$ cat src/rtl/bus_arbiter.sv
// Two-requester arbiter onto a single shared bus, one transaction in flight.
// Reads forward one address beat then return BEATS response beats; writes forward 1+BEATS beats.
module bus_arbiter #(
    parameter int unsigned BUS_DATA_WIDTH = 64,
    parameter int unsigned BUS_TAG_WIDTH  = 13,
    parameter int unsigned BEATS          = 8
) (
    input  logic                      clk,
    input  logic                      reset,

    input  logic                      r0_reqcyc,
    input  logic [BUS_DATA_WIDTH-1:0] r0_req,
    input  logic [BUS_TAG_WIDTH-1:0]  r0_reqtag,
    output logic                      r0_reqack,
    output logic                      r0_respcyc,
    output logic [BUS_DATA_WIDTH-1:0] r0_resp,
    output logic [BUS_TAG_WIDTH-1:0]  r0_resptag,
    input  logic                      r0_respack,

    input  logic                      r1_reqcyc,
    input  logic [BUS_DATA_WIDTH-1:0] r1_req,
    input  logic [BUS_TAG_WIDTH-1:0]  r1_reqtag,
    output logic                      r1_reqack,
    output logic                      r1_respcyc,
    output logic [BUS_DATA_WIDTH-1:0] r1_resp,
    output logic [BUS_TAG_WIDTH-1:0]  r1_resptag,
    input  logic                      r1_respack,

    output logic                      bus_reqcyc,
    output logic [BUS_DATA_WIDTH-1:0] bus_req,
    output logic [BUS_TAG_WIDTH-1:0]  bus_reqtag,
    input  logic                      bus_reqack,
    input  logic                      bus_respcyc,
    input  logic [BUS_DATA_WIDTH-1:0] bus_resp,
    input  logic [BUS_TAG_WIDTH-1:0]  bus_resptag,
    output logic                      bus_respack
);

    localparam int unsigned CNT_W   = $clog2(BEATS + 2);
    localparam int unsigned TAG_MSB = BUS_TAG_WIDTH - 1;

    typedef enum logic [1:0] {
        S_IDLE = 2'd0,
        S_REQ  = 2'd1,
        S_RESP = 2'd2
    } state_t;

    state_t           r_state;
    state_t           w_state_nxt;
    logic             r_owner;
    logic             w_owner_nxt;
    logic             r_rr;
    logic             w_rr_nxt;
    logic             r_is_write;
    logic             w_is_write_nxt;
    logic [CNT_W-1:0] r_req_cnt;
    logic [CNT_W-1:0] w_req_cnt_nxt;
    logic [CNT_W-1:0] r_resp_cnt;
    logic [CNT_W-1:0] w_resp_cnt_nxt;
    logic             w_req_fire;
    logic             w_resp_fire;

    // State register with synchronous active-low reset
    always_ff @(posedge clk) begin
        if (!reset) begin
            r_state    <= S_IDLE;
            r_owner    <= 1'b0;
            r_rr       <= 1'b0;
            r_is_write <= 1'b0;
            r_req_cnt  <= '0;
            r_resp_cnt <= '0;
        end else begin
            r_state    <= w_state_nxt;
            r_owner    <= w_owner_nxt;
            r_rr       <= w_rr_nxt;
            r_is_write <= w_is_write_nxt;
            r_req_cnt  <= w_req_cnt_nxt;
            r_resp_cnt <= w_resp_cnt_nxt;
        end
    end

    // Next-state, grant and forwarding muxes
    always_comb begin
        w_state_nxt    = r_state;
        w_owner_nxt    = r_owner;
        w_rr_nxt       = r_rr;
        w_is_write_nxt = r_is_write;
        w_req_cnt_nxt  = r_req_cnt;
        w_resp_cnt_nxt = r_resp_cnt;
        w_req_fire     = 1'b0;
        w_resp_fire    = 1'b0;

        r0_reqack   = 1'b0;
        r1_reqack   = 1'b0;
        r0_respcyc  = 1'b0;
        r1_respcyc  = 1'b0;
        r0_resp     = '0;
        r1_resp     = '0;
        r0_resptag  = '0;
        r1_resptag  = '0;
        bus_reqcyc  = 1'b0;
        bus_req     = '0;
        bus_reqtag  = '0;
        bus_respack = 1'b0;

        case (r_state)
            S_IDLE: begin
                if (r0_reqcyc || r1_reqcyc) begin
                    w_owner_nxt    = (r0_reqcyc && r1_reqcyc) ? r_rr : r1_reqcyc;
                    w_is_write_nxt = w_owner_nxt ? r1_reqtag[TAG_MSB] : r0_reqtag[TAG_MSB];
                    w_req_cnt_nxt  = '0;
                    w_resp_cnt_nxt = '0;
                    w_state_nxt    = S_REQ;
                end
            end

            S_REQ: begin
                bus_reqcyc = r_owner ? r1_reqcyc : r0_reqcyc;
                if (bus_reqcyc) begin
                    bus_req    = r_owner ? r1_req : r0_req;
                    bus_reqtag = r_owner ? r1_reqtag : r0_reqtag;
                end
                r0_reqack  = !r_owner && bus_reqack;
                r1_reqack  = r_owner && bus_reqack;
                w_req_fire = bus_reqcyc && bus_reqack;
                if (w_req_fire) begin
                    if (!r_is_write) begin
                        w_req_cnt_nxt  = '0;
                        w_resp_cnt_nxt = '0;
                        w_state_nxt    = S_RESP;
                    end else if (r_req_cnt == CNT_W'(BEATS)) begin
                        w_req_cnt_nxt = '0;
                        w_rr_nxt      = !r_owner;
                        w_state_nxt   = S_IDLE;
                    end else begin
                        w_req_cnt_nxt = r_req_cnt + CNT_W'(1);
                    end
                end
            end

            S_RESP: begin
                r0_respcyc  = !r_owner && bus_respcyc;
                r1_respcyc  = r_owner && bus_respcyc;
                if (r0_respcyc) begin
                    r0_resp    = bus_resp;
                    r0_resptag = bus_resptag;
                end
                if (r1_respcyc) begin
                    r1_resp    = bus_resp;
                    r1_resptag = bus_resptag;
                end
                bus_respack = r_owner ? r1_respack : r0_respack;
                w_resp_fire = bus_respcyc && bus_respack;
                if (w_resp_fire) begin
                    if (r_resp_cnt == CNT_W'(BEATS - 1)) begin
                        w_resp_cnt_nxt = '0;
                        w_req_cnt_nxt  = '0;
                        w_rr_nxt       = !r_owner;
                        w_state_nxt    = S_IDLE;
                    end else begin
                        w_resp_cnt_nxt = r_resp_cnt + CNT_W'(1);
                    end
                end
            end

            default: begin
                w_state_nxt = S_IDLE;
            end
        endcase

        // Outputs stay quiet while reset is held, even before the reset edge lands
        if (!reset) begin
            r0_reqack   = 1'b0;
            r1_reqack   = 1'b0;
            r0_respcyc  = 1'b0;
            r1_respcyc  = 1'b0;
            r0_resp     = '0;
            r1_resp     = '0;
            r0_resptag  = '0;
            r1_resptag  = '0;
            bus_reqcyc  = 1'b0;
            bus_req     = '0;
            bus_reqtag  = '0;
            bus_respack = 1'b0;
        end
    end

endmodule

$ cat config.mk
export PLATFORM = sky130hd
export DESIGN_NAME = bus_arbiter
export DESIGN_NICKNAME = d
export VERILOG_FILES = /design/src/rtl/bus_arbiter.sv
export SDC_FILE = /design/constraint.sdc
export NUM_CORES = 1
export LEC_CHECK = 0
export ABC_AREA = 1
export BUFFER_PORTS_ARGS = -buffer_cell sky130_fd_sc_hd__buf_4
export CAP_MARGIN = 20
export CORE_AREA = 2 2 184 186
export CTS_BUF_LIST = sky130_fd_sc_hd__clkbuf_8
export CTS_CLUSTER_SIZE = 14
export DETAILED_ROUTE_END_ITERATION = 10
export DIE_AREA = 0 0 186 188
export SYNTH_ARGS = -nofsm -noshare
export SYNTH_HDL_FRONTEND = slang
export SYNTH_SLANG_ARGS = --single-unit
$ cat constraint.sdc
create_clock -name clk -period 2 [get_ports clk]
set_input_delay 0.2 -clock clk [delete_from_list [all_inputs] [get_ports clk]]
set_output_delay 0.2 -clock clk [all_outputs]
set_load 0.05 [all_outputs]
==> run_results.csv, run 1 <==
group,metric,value,unit
synthesis,synthAdderAreaFrac,1.25,%
synthesis,yosys.cell_count.top_type,"nand2_1",
synthesis,postSynthCellCount,661,
cells_and_area,final_core_util,22.0,%
die,die_w,186,um
flow_run,maxCapViolations,0,
clock_network,clkLatencyLatePin,0.24,ns
synthesis,yosys.area_share.simple,52.9,%
setup_path,cp.buffers_inverters,4,
clock_network,root_buffer,"clkbuf_8",
sta,tightest_slew,0.434,ns
die,die-height,188,um
synthesis,ys_seq_area_share,8.65,%
synthesis,synth_top_family_by_area,"simple AND/OR/NAND/NOR gates",
clock_network,cts_tree,"done",
setup_path,crit_chain,"inv_2 -> nor2_4 -> buf_4 -> nand4_4 -> buf_12 -> nor2_1 -> buf_6",
setup_path,critical-path-top-delay-family,"buffers and inverters",
route,vias,5636,
cells_and_area,nets,1355,
sta,fin_crit_sh,98.4,%
route,viasPerCell,3.61,
die,io_pins,476,
sta,fin_skew,0.00291,ns
grt,track_usage,9.94,%
cells_and_area,syn2layout_area_growth,143,%
sta,min_period,1.97,ns
die,dieArea,35000,sq um
power,power_density,478,nW/um^2
route,wl_per_cell,12.3,um
setup_path,crit_path_start_kind,"register",
synthesis,synth.area.mux_share,0,%
grt,antenna_found_initial,1,
power,peakVddDrop,0.259,mV
route,drc,0,
setup_path,slowest_stage,"dfxtp_2",
sta,rsz0062_at_grt,"true",
grt,overflow,0,
setup_path,path_class,"reg -> out",
clock_network,clock_sinks,13,
setup_path,critPathMaxStageDelay,0.36,ns
cells_and_area,drive_gt1_share,47.5,%
placed_design,portBuffers,475,
die,rows,67,
synthesis,synth_commonest_cells,"nand2_1, nor2_1, inv_1, a21oi_1, clkbuf_1",
synthesis,avgSynthCellArea,4.55,sq um
power,p_leak,4.27,nW
die,core,33100,sq um
sta,fin_tns_setup,0,ns
setup_path,worstPathArrival,1.77,ns
setup_path,path_max_fanout,78,
sta,max_clock_freq,508,MHz
clock_network,htreeDepth,1,
synthesis,ys_ff_latch,13,
synthesis,syn-num-nets,903,
clock_network,clk_path_buf_depth,2,
route,ant_nets,0,
route,drt-initial-drc-count,284,
sta,hold_viol,0,
grt,grt_max_degree,79,
synthesis,synthDistinctLibCells,26,
placed_design,dpl_worst_slack,0.237,ns
clock_network,cts_buffers,3,
hold_path,min_path_type,"in -> reg",
cells_and_area,fill_cells,3740,
synthesis,synth_warnings,0,
route,firstDrtPassIters,5,
synthesis,synth_top_area_share,23.8,%
sta,worst_slack,0.0317,ns
sta,hold_ws,0.275,ns
synthesis,synth-edff-count,0,
placed_design,globalplace.congestion,0.891,
grt,grt_first_pass_wirelength,27.7,mm
clock_network,cts_hold_buf,0,
synthesis,synth_area_leaders,"nand2_1, nor2_1, a21oi_1",
sta,relSlewSlack,71.1,%
sta,finalSetupViolations,0,
synthesis,ys.flop_type,"dfxtp_1",
synthesis,synth_compound_area_share,16.9,%
setup_path,crit_required,1.80,ns
placed_design,placed_area,7130,sq um
sta,drv_slew,0,
die,initial_core_util,9.09,%
setup_path,worst_setup_path_end_kind,"output port",
synthesis,synthXorXnorAreaFrac,0,%
synthesis,async_flop_share,0,%
placed_design,hpwlAfterDp,16.3,mm
grt,grt_pass1_vias,5209,
synthesis,synth_area,3010,sq um
clock_network,clk_pin_slew,0.05,ns
synthesis,yosysTopAreaCell,"nand2_1",
route,postRouteWirelength,19.2,mm
cells_and_area,fin_area,7300,sq um
run_status,status,"finished, final reports clean",
==> worst min-delay path, delay by kind of cell <==
family / cells / cell delay [ns]
buf+inv: 1 / 0.16
simple gates: 2 / 0.10
==> layout make-up <==
cell class              instances  area [sq um]  share of cell area (%)
multi-input cells             498          2190                    29.9
repair buffers                490          3840                    52.6
flip-flops and latches         13           264                    3.62
inverters                     107           402                    5.50
clock inverters                 1          3.75                  0.0514
well taps                     448           561                    7.68
diodes                          1          2.50                  0.0343
clock buffers                   3          41.3                   0.566
==> placed cells by master, fill, tap and decap left out <==
master / count
buf_4: 463
nand2_1: 191
nor2_1: 176
inv_1: 105
a21oi_1: 77
buf_6: 20
nand3_1: 14
a21oi_2: 11
dfxtp_1: 10
nor2_2: 7
buf_12: 7
o21ai_0: 5
inv_2: 3
nand4_4: 3
ha_1: 3
clkbuf_8: 3
dfxtp_2: 3
nand2_2: 2
or2_2: 2
diode_2: 1
nor2_4: 1
nor3_2: 1
nor4_2: 1
o22ai_1: 1
nand3_2: 1
nand4_1: 1
nor3_1: 1
==> through the flow <==
step	power, W	cells
2_1_floorplan	0.00223	661
3_3_place_gp	0.00323	1554
3_5_place_dp	0.00325	1554
4_1_cts	0.00349	1560
5_1_grt	0.00377	1561
6_report	0.00349	1561
==> repair_timing <==
item | CTS | global route
setup buffers | 2 | 0
endpoints found under the hold margin | 0 | 0
pin swaps | 1 | 0
setup endpoints to repair | 57 | 92
gates resized for setup | 0 | 29
==> logic make-up (layout without fill, tap and decap cells) <==
group	after synthesis	in the layout
buffers and inverters	150	601
AND/OR/NAND/NOR	401	401
AO/OA/AOI/OAI	94	94
flip-flops	13	13
adder cells (fa/ha/maj)	3	3
other	0	1
==> path summary, 6_finish.rpt <==
| kind | startpoint | depth (start not counted) | slack (ns) | end |
|---|---|---|---|---|
| worst max register to register | r_owner | 10 | 0.33 | r_rr |
| worst min-delay path | reset | 3 | 0.27 | r_req_cnt[1] |
| worst max-delay path | r_state[1] | 7 | 0.03 | r1_resp[41] |
| worst min register to register | r_req_cnt[2] | 2 | 0.52 | r_req_cnt[2] |
==> power by group <==
| group | switching [W] | internal, W | leakage (nW) |
|---|---|---|---|
| logic | 0.00186 | 0.000965 | 4.14 |
| clock network | 0.0000923 | 0.000135 | 0.0269 |
| registers | 0.0000867 | 0.000354 | 0.108 |
==> per-layer routing <==
metal	track usage [%]	vias to the layer above	wire [um]
met5	0	-	0
met4	2.12	0	414
met3	1.65	22	1380
met2	17.8	285	9670
met1	12.4	2463	7720
li1	-	2866	-
==> registers in the layout (all words and copies together) (netlist names) <==
name,count
r_is_write,1
r_owner,1
r_req_cnt,4
r_resp_cnt,4
r_rr,1
r_state,2
Power figures use the tool's default switching activity.
==> run 2, diff against run 1 <==
CTS_BUF_LIST = unset   (was sky130_fd_sc_hd__clkbuf_8)
PLACE_DENSITY = 0.32   (was unset)
REMOVE_ABC_BUFFERS = 1   (was unset)
==> run 2 against run 1 <==
Cell count stayed put. Combinational power is 2% higher. Hold slack better by 0.042 ns. Core utilization hardly changed. Sequential cell count stayed put. Non-clock buffer count stayed put. Largest power group unchanged.
==> run_results.csv, run 2 (synthesized netlist as in run 1, its figures left out) <==
group,metric,value,unit
run_status,status,"finished, final reports clean",
placed_design,placed_area,7070,sq um
die,core,33100,sq um
die,dieArea,35000,sq um
sta,hold_viol,0,
setup_path,critPathMaxStageDelay,0.36,ns
cells_and_area,drive_gt1_share,47.5,%
cells_and_area,final_cell_mix,"buf_4, nand2_1, nor2_1",
clock_network,clk_path_buf_depth,2,
flow_run,maxCapViolations,0,
setup_path,worst-r2r-setup-slack,0.48,ns
grt,met1_usage,13.8,%
route,viasPerCell,3.52,
setup_path,r2r-start,"r_owner",
setup_path,path_max_fanout,78,
die,rows,67,
clock_network,clkLatencyLatePin,0.24,ns
power,pwr-share-comb,77.5,%
route,ant_nets,0,
placed_design,hpwlAfterDp,19.6,mm
setup_path,worstPathArrival,1.69,ns
cells_and_area,layout_commonest_cell,"buf_4",
sta,drv_slew,0,
hold_path,hold_depth,3,
power,power.share.sequential,12.1,%
placed_design,globalplace.congestion,0.802,
setup_path,crit_path_start_kind,"register",
sta,finalSetupViolations,0,
sta,rsz0062_at_grt,"true",
cells_and_area,nets,1355,
hold_path,min_from,"reset",
setup_path,reg2reg_to,"r_req_cnt[0]",
grt,grtUsageMet2,24.4,%
grt,grt_max_degree,79,
grt,grt.busiest_layer,"met2",
sta,fin_crit_sh,94.3,%
clock_network,htreeDepth,1,
sta,tightest_slew,0.417,ns
route,vias,5497,
grt,grt_pass1_vias,5341,
hold_path,min_to,"r_state[0]",
route,postRouteWirelength,23.6,mm
power,power.internal,0.00162,W
setup_path,reg2regPathDepth,7,
clock_network,clk_pin_slew,0.05,ns
power,clkPwrFrac,10.4,%
grt,antenna_found_initial,1,
power,power.switching,0.00208,W
clock_network,clock_sinks,13,
setup_path,worst_setup_path_end_kind,"output port",
setup_path,crit_chain,"inv_2 -> nor2_4 -> nand4_4 -> buf_12 -> nor2_1 -> buf_6",
hold_path,min_path_type,"in -> reg",
grt,overflow,0,
cells_and_area,reg_top3,"r_req_cnt (4), r_resp_cnt (4), r_state (2)",
cells_and_area,fin_area,7300,sq um
placed_design,place_inst,1551,
setup_path,slowest_stage,"dfxtp_2",
sta,max_clock_freq,530,MHz
cells_and_area,syn2layout_area_growth,143,%
cells_and_area,instances_no_fill,1561,
setup_path,path_class,"reg -> out",
power,p_leak,4.27,nW
route,firstDrtPassIters,4,
die,die-height,188,um
grt,track_usage,12.4,%
power,peakVddDrop,0.238,mV
sta,relSlewSlack,72.2,%
die,initial_core_util,9.09,%
clock_network,cts_hold_buf,0,
die,die_w,186,um
sta,fin_skew,0.00292,ns
setup_path,crit_required,1.80,ns
route,drt-initial-drc-count,238,
placed_design,portBuffers,475,
grt,grt_first_pass_wirelength,33.2,mm
clock_network,root_buffer,"clkbuf_16",
grt,met3_usage,1.96,%
setup_path,cp.buffers_inverters,3,
power,sw_frac_of_total,56.3,%
route,wl_per_cell,15.1,um
sta,min_period,1.89,ns
power,total_power,0.00370,W
sta,fin_tns_setup,0,ns
route,drc,0,
clock_network,cts_tree,"done",
power,power_density,507,nW/um^2
setup_path,critical-path-top-delay-family,"simple AND/OR/NAND/NOR gates",
die,io_pins,476,
clock_network,cts_buffers,3,
cells_and_area,fill_cells,3909,
-- run 2: cell count changes in the layout (fill, tap and decap cells not counted), moves of 3 or more --
| cell | delta |
|---|---|
| clkbuf_16 | +4 |
| buf_12 | -4 |
| clkbuf_8 | -3 |
| buf_6 | -7 |
| buf_4 | +9 |
-- run 2: through the flow --
stage	hold slack (ns)	setup slack (ns)	util, %
floorplan	0.320	-2.72	-
global placement	0.507	0.215	21.4
detailed placement	0.511	0.179	21.4
CTS	0.323	-0.000904	21.7
global route	0.334	-0.00728	22.0
finish	0.317	0.113	22.0
-- run 2: layout make-up --
| class | count | area, sq um | area share [%] |
|---|---|---|---|
| timing repair buffer | 490 | 3800 | 52.1 |
| multi-input combinational | 498 | 2190 | 30.0 |
| tap | 448 | 561 | 7.68 |
| inverter | 107 | 402 | 5.50 |
| sequential | 13 | 267 | 3.65 |
| clock buffer | 4 | 78.8 | 1.08 |
| antenna | 1 | 2.50 | 0.0343 |
-- run 2: timing repair --
item,CTS,global route
setup buffers,0,4
endpoints found under the setup margin,3,189
gates resized for setup,4,22
pin swaps,0,1
cloned,0,1
-- run 2: worst max-delay path by stage --
stage / from / endpoint / slack, ns / depth (start not counted)
CTS: r_owner / r1_resp[26] / -0.0009 / 5
global route: r_owner / bus_reqtag[6] / -0.007 / 6
global placement: r_owner / r1_resp[26] / 0.22 / 5
floorplan: r_owner / bus_req[0] / -2.72 / 4
detailed placement: r_owner / r1_resp[26] / 0.18 / 5
finish: r_state[1] / r1_resptag[3] / 0.11 / 6
-- run 2: worst reg2reg max path: cells and delay by family (launching register included) --
kind                   cells  cell delay (ns)
buffers and inverters      1             0.17
and+or+nand+nor            5             0.65
DFF                        1             0.38
AOI/OAI and AO/OA          1             0.21
-- run 2: power by group through the flow --
stage | clock network (W) | registers (W) | logic (W)
2_1_floorplan | 0 | 0.000480 | 0.00170
3_3_place_gp | 0 | 0.000460 | 0.00285
3_5_place_dp | 0 | 0.000459 | 0.00283
4_1_cts | 0.000397 | 0.000455 | 0.00285
5_1_grt | 0.000411 | 0.000465 | 0.00314
6_report | 0.000385 | 0.000449 | 0.00287
-- run 2: metal layers --
metal  vias up  routed length [um]
li1       2865                   -
met1      2403                8790
met2       218               13200
met3        11                1420
met4         0                 238
met5         -                   0
==> run 3, diff against run 2 <==
--- a/config.mk
+++ b/config.mk
@@ -16,2 +16,3 @@
 export REMOVE_ABC_BUFFERS = 1
+export SKIP_LAST_GASP = 1
 export SYNTH_ARGS = -nofsm -noshare
==> constraint.sdc (replaced) <==
create_clock -name clk -period 2 [get_ports clk]
set_input_delay 0.3 -clock clk [delete_from_list [all_inputs] [get_ports clk]]
set_output_delay 0.3 -clock clk [all_outputs]
set_load 0.05 [all_outputs]
==> run 3 against run 2 <==
Clock power increased by 1%. Wire length is 4.9% higher. Worst setup slack lost 0.069 ns. Critical endpoint is now r0_resp[36]. Highest routed layer unchanged.
==> run_results.csv, run 3 (synthesized netlist as in run 1, its figures left out) <==
group,metric,value,unit
grt,track_usage,12.6,%
clock_network,htreeDepth,1,
clock_network,clk_pin_slew,0.05,ns
placed_design,dpl_worst_slack,0.197,ns
cells_and_area,layout_commonest_cell,"buf_4",
setup_path,endpoint,"r0_resp[36]",
route,ant_nets,0,
placed_design,portBuffers,475,
setup_path,crit_path_start_kind,"register",
clock_network,clock_sinks,13,
placed_design,hpwlAfterDp,19.7,mm
cells_and_area,reg_top3,"r_req_cnt (4), r_resp_cnt (4), r_state (2)",
placed_design,placed_area,7140,sq um
grt,grt_pass1_vias,5481,
cells_and_area,drive_gt1_share,51.0,%
die,die-height,188,um
sta,fin_skew,0.00226,ns
die,dieArea,35000,sq um
sta,hold_viol,0,
setup_path,reg2reg_to,"r_req_cnt[0]",
sta,drv_slew,0,
clock_network,root_buffer,"clkbuf_16",
setup_path,worstPathArrival,1.66,ns
grt,grt_max_degree,79,
clock_network,cts_tree,"done",
setup_path,worst-r2r-setup-slack,0.21,ns
cells_and_area,nets,1367,
cells_and_area,fin_area,7770,sq um
route,drc,0,
setup_path,path_class,"reg -> out",
route,viasPerCell,3.60,
die,rows,67,
sta,fin_crit_sh,97.8,%
clock_network,clk_path_buf_depth,2,
setup_path,r2r-start,"r_owner",
die,die_w,186,um
sta,hold_ws,0.389,ns
die,initial_core_util,9.09,%
power,p_leak,4.41,nW
die,io_pins,476,
die,core,33100,sq um
power,power_density,503,nW/um^2
grt,grt_first_pass_wirelength,33.7,mm
route,drt-initial-drc-count,229,
setup_path,reg2regPathDepth,8,
route,vias,5665,
grt,antenna_found_initial,3,
sta,tightest_slew,0.394,ns
setup_path,path_max_fanout,20,
sta,max_clock_freq,511,MHz
cells_and_area,syn2layout_area_growth,158,%
hold_path,min_path_type,"in -> reg",
clock_network,cts_hold_buf,0,
setup_path,worst_setup_path_end_kind,"output port",
clock_network,clkLatencyLatePin,0.24,ns
sta,worst_slack,0.0441,ns
run_status,status,"finished, final reports clean",
route,postRouteWirelength,24.8,mm
route,wl_per_cell,15.7,um
clock_network,cts_buffers,3,
flow_run,maxCapViolations,0,
sta,relSlewSlack,73.7,%
setup_path,crit_required,1.70,ns
placed_design,globalplace.congestion,0.807,
setup_path,cp-startpoint,"r_owner",
grt,overflow,0,
route,firstDrtPassIters,4,
sta,rsz0062_at_grt,"true",
sta,finalSetupViolations,0,
cells_and_area,final_cell_mix,"buf_4, nand2_1, nor2_1",
power,peakVddDrop,0.201,mV
sta,min_period,1.96,ns
run 3: changes by cell type in the layout (fill, tap and decap cells not counted), sizes merged:
cell / before / now
diode: 1 / 3
clkbuf: 5 / 7
bufbuf: 0 / 1
buf: 489 / 498
run 3: repair_timing:
action                     4_1_cts  5_1_grt
gates resized for setup          9       98
setup buffers                    0        6
setup endpoints to repair       33      166
gates cloned                     1        5
pin swaps                        0        1
hold endpoints to repair         0        0
run 3: worst min path at each step:
stage / cells after the start / slack (ns) / endpoint / startpoint
3_5_place_dp: 4 / 0.51 / r_rr / r_rr
3_3_place_gp: 4 / 0.50 / r_rr / r_rr
4_1_cts: 3 / 0.39 / r_rr / reset
6_report: 3 / 0.39 / r_rr / reset
2_1_floorplan: 2 / 0.42 / r_rr / reset
5_1_grt: 3 / 0.40 / r_rr / reset
run 3: per-stage QoR:
step / instances / setup TNS (ns) / total power (W) / util [%]
after CTS: 1561 / -0.00575 / 0.00381 / 22.0
after global routing: 1575 / -0.323 / 0.00425 / 23.5
final: 1575 / 0 / 0.00391 / 23.5
after global placement: 1556 / 0 / 0.00336 / 21.5
after detailed placement: 1556 / 0 / 0.00333 / 21.5
after floorplan: 618 / -634.34 / 0.00218 / -
run 3: routing by layer:
layer | track usage (%) | wire length [um] | vias up
li1 | - | - | 2902
met1 | 13.7 | 9480 | 2517
met2 | 23.9 | 13200 | 224
met3 | 2.70 | 1560 | 22
met4 | 4.30 | 555 | 0
met5 | 0 | 0 | -
run 3: where the power goes:
group | switching [W] | internal, W | total, W | leakage, nW
combinational | 0.00195 | 0.00112 | 0.00307 | 4.27
sequential | 0.0000949 | 0.000355 | 0.000450 | 0.108
clock | 0.000119 | 0.000270 | 0.000389 | 0.0382
total | 0.00216 | 0.00175 | 0.00391 | 4.41
run 3: final cells by class:
cell class	instances	area, sq um
Tap cell	448	561
Sequential cell	13	267
Fill cell	3875	25300
Clock buffer	4	78.8
Multi-Input combinational cell	498	2270
Antenna cell	3	7.51
Inverter	107	407
Timing Repair Buffer	502	4170
run 3: critical path: stages, from the launching register on:
cell	delay (ns)
dfxtp_4	0.37
inv_6	0.09
buf_12	0.13
nand4_4	0.11
buf_12	0.17
clkbuf_16	0.20
nor2_1	0.14
buf_6	0.18
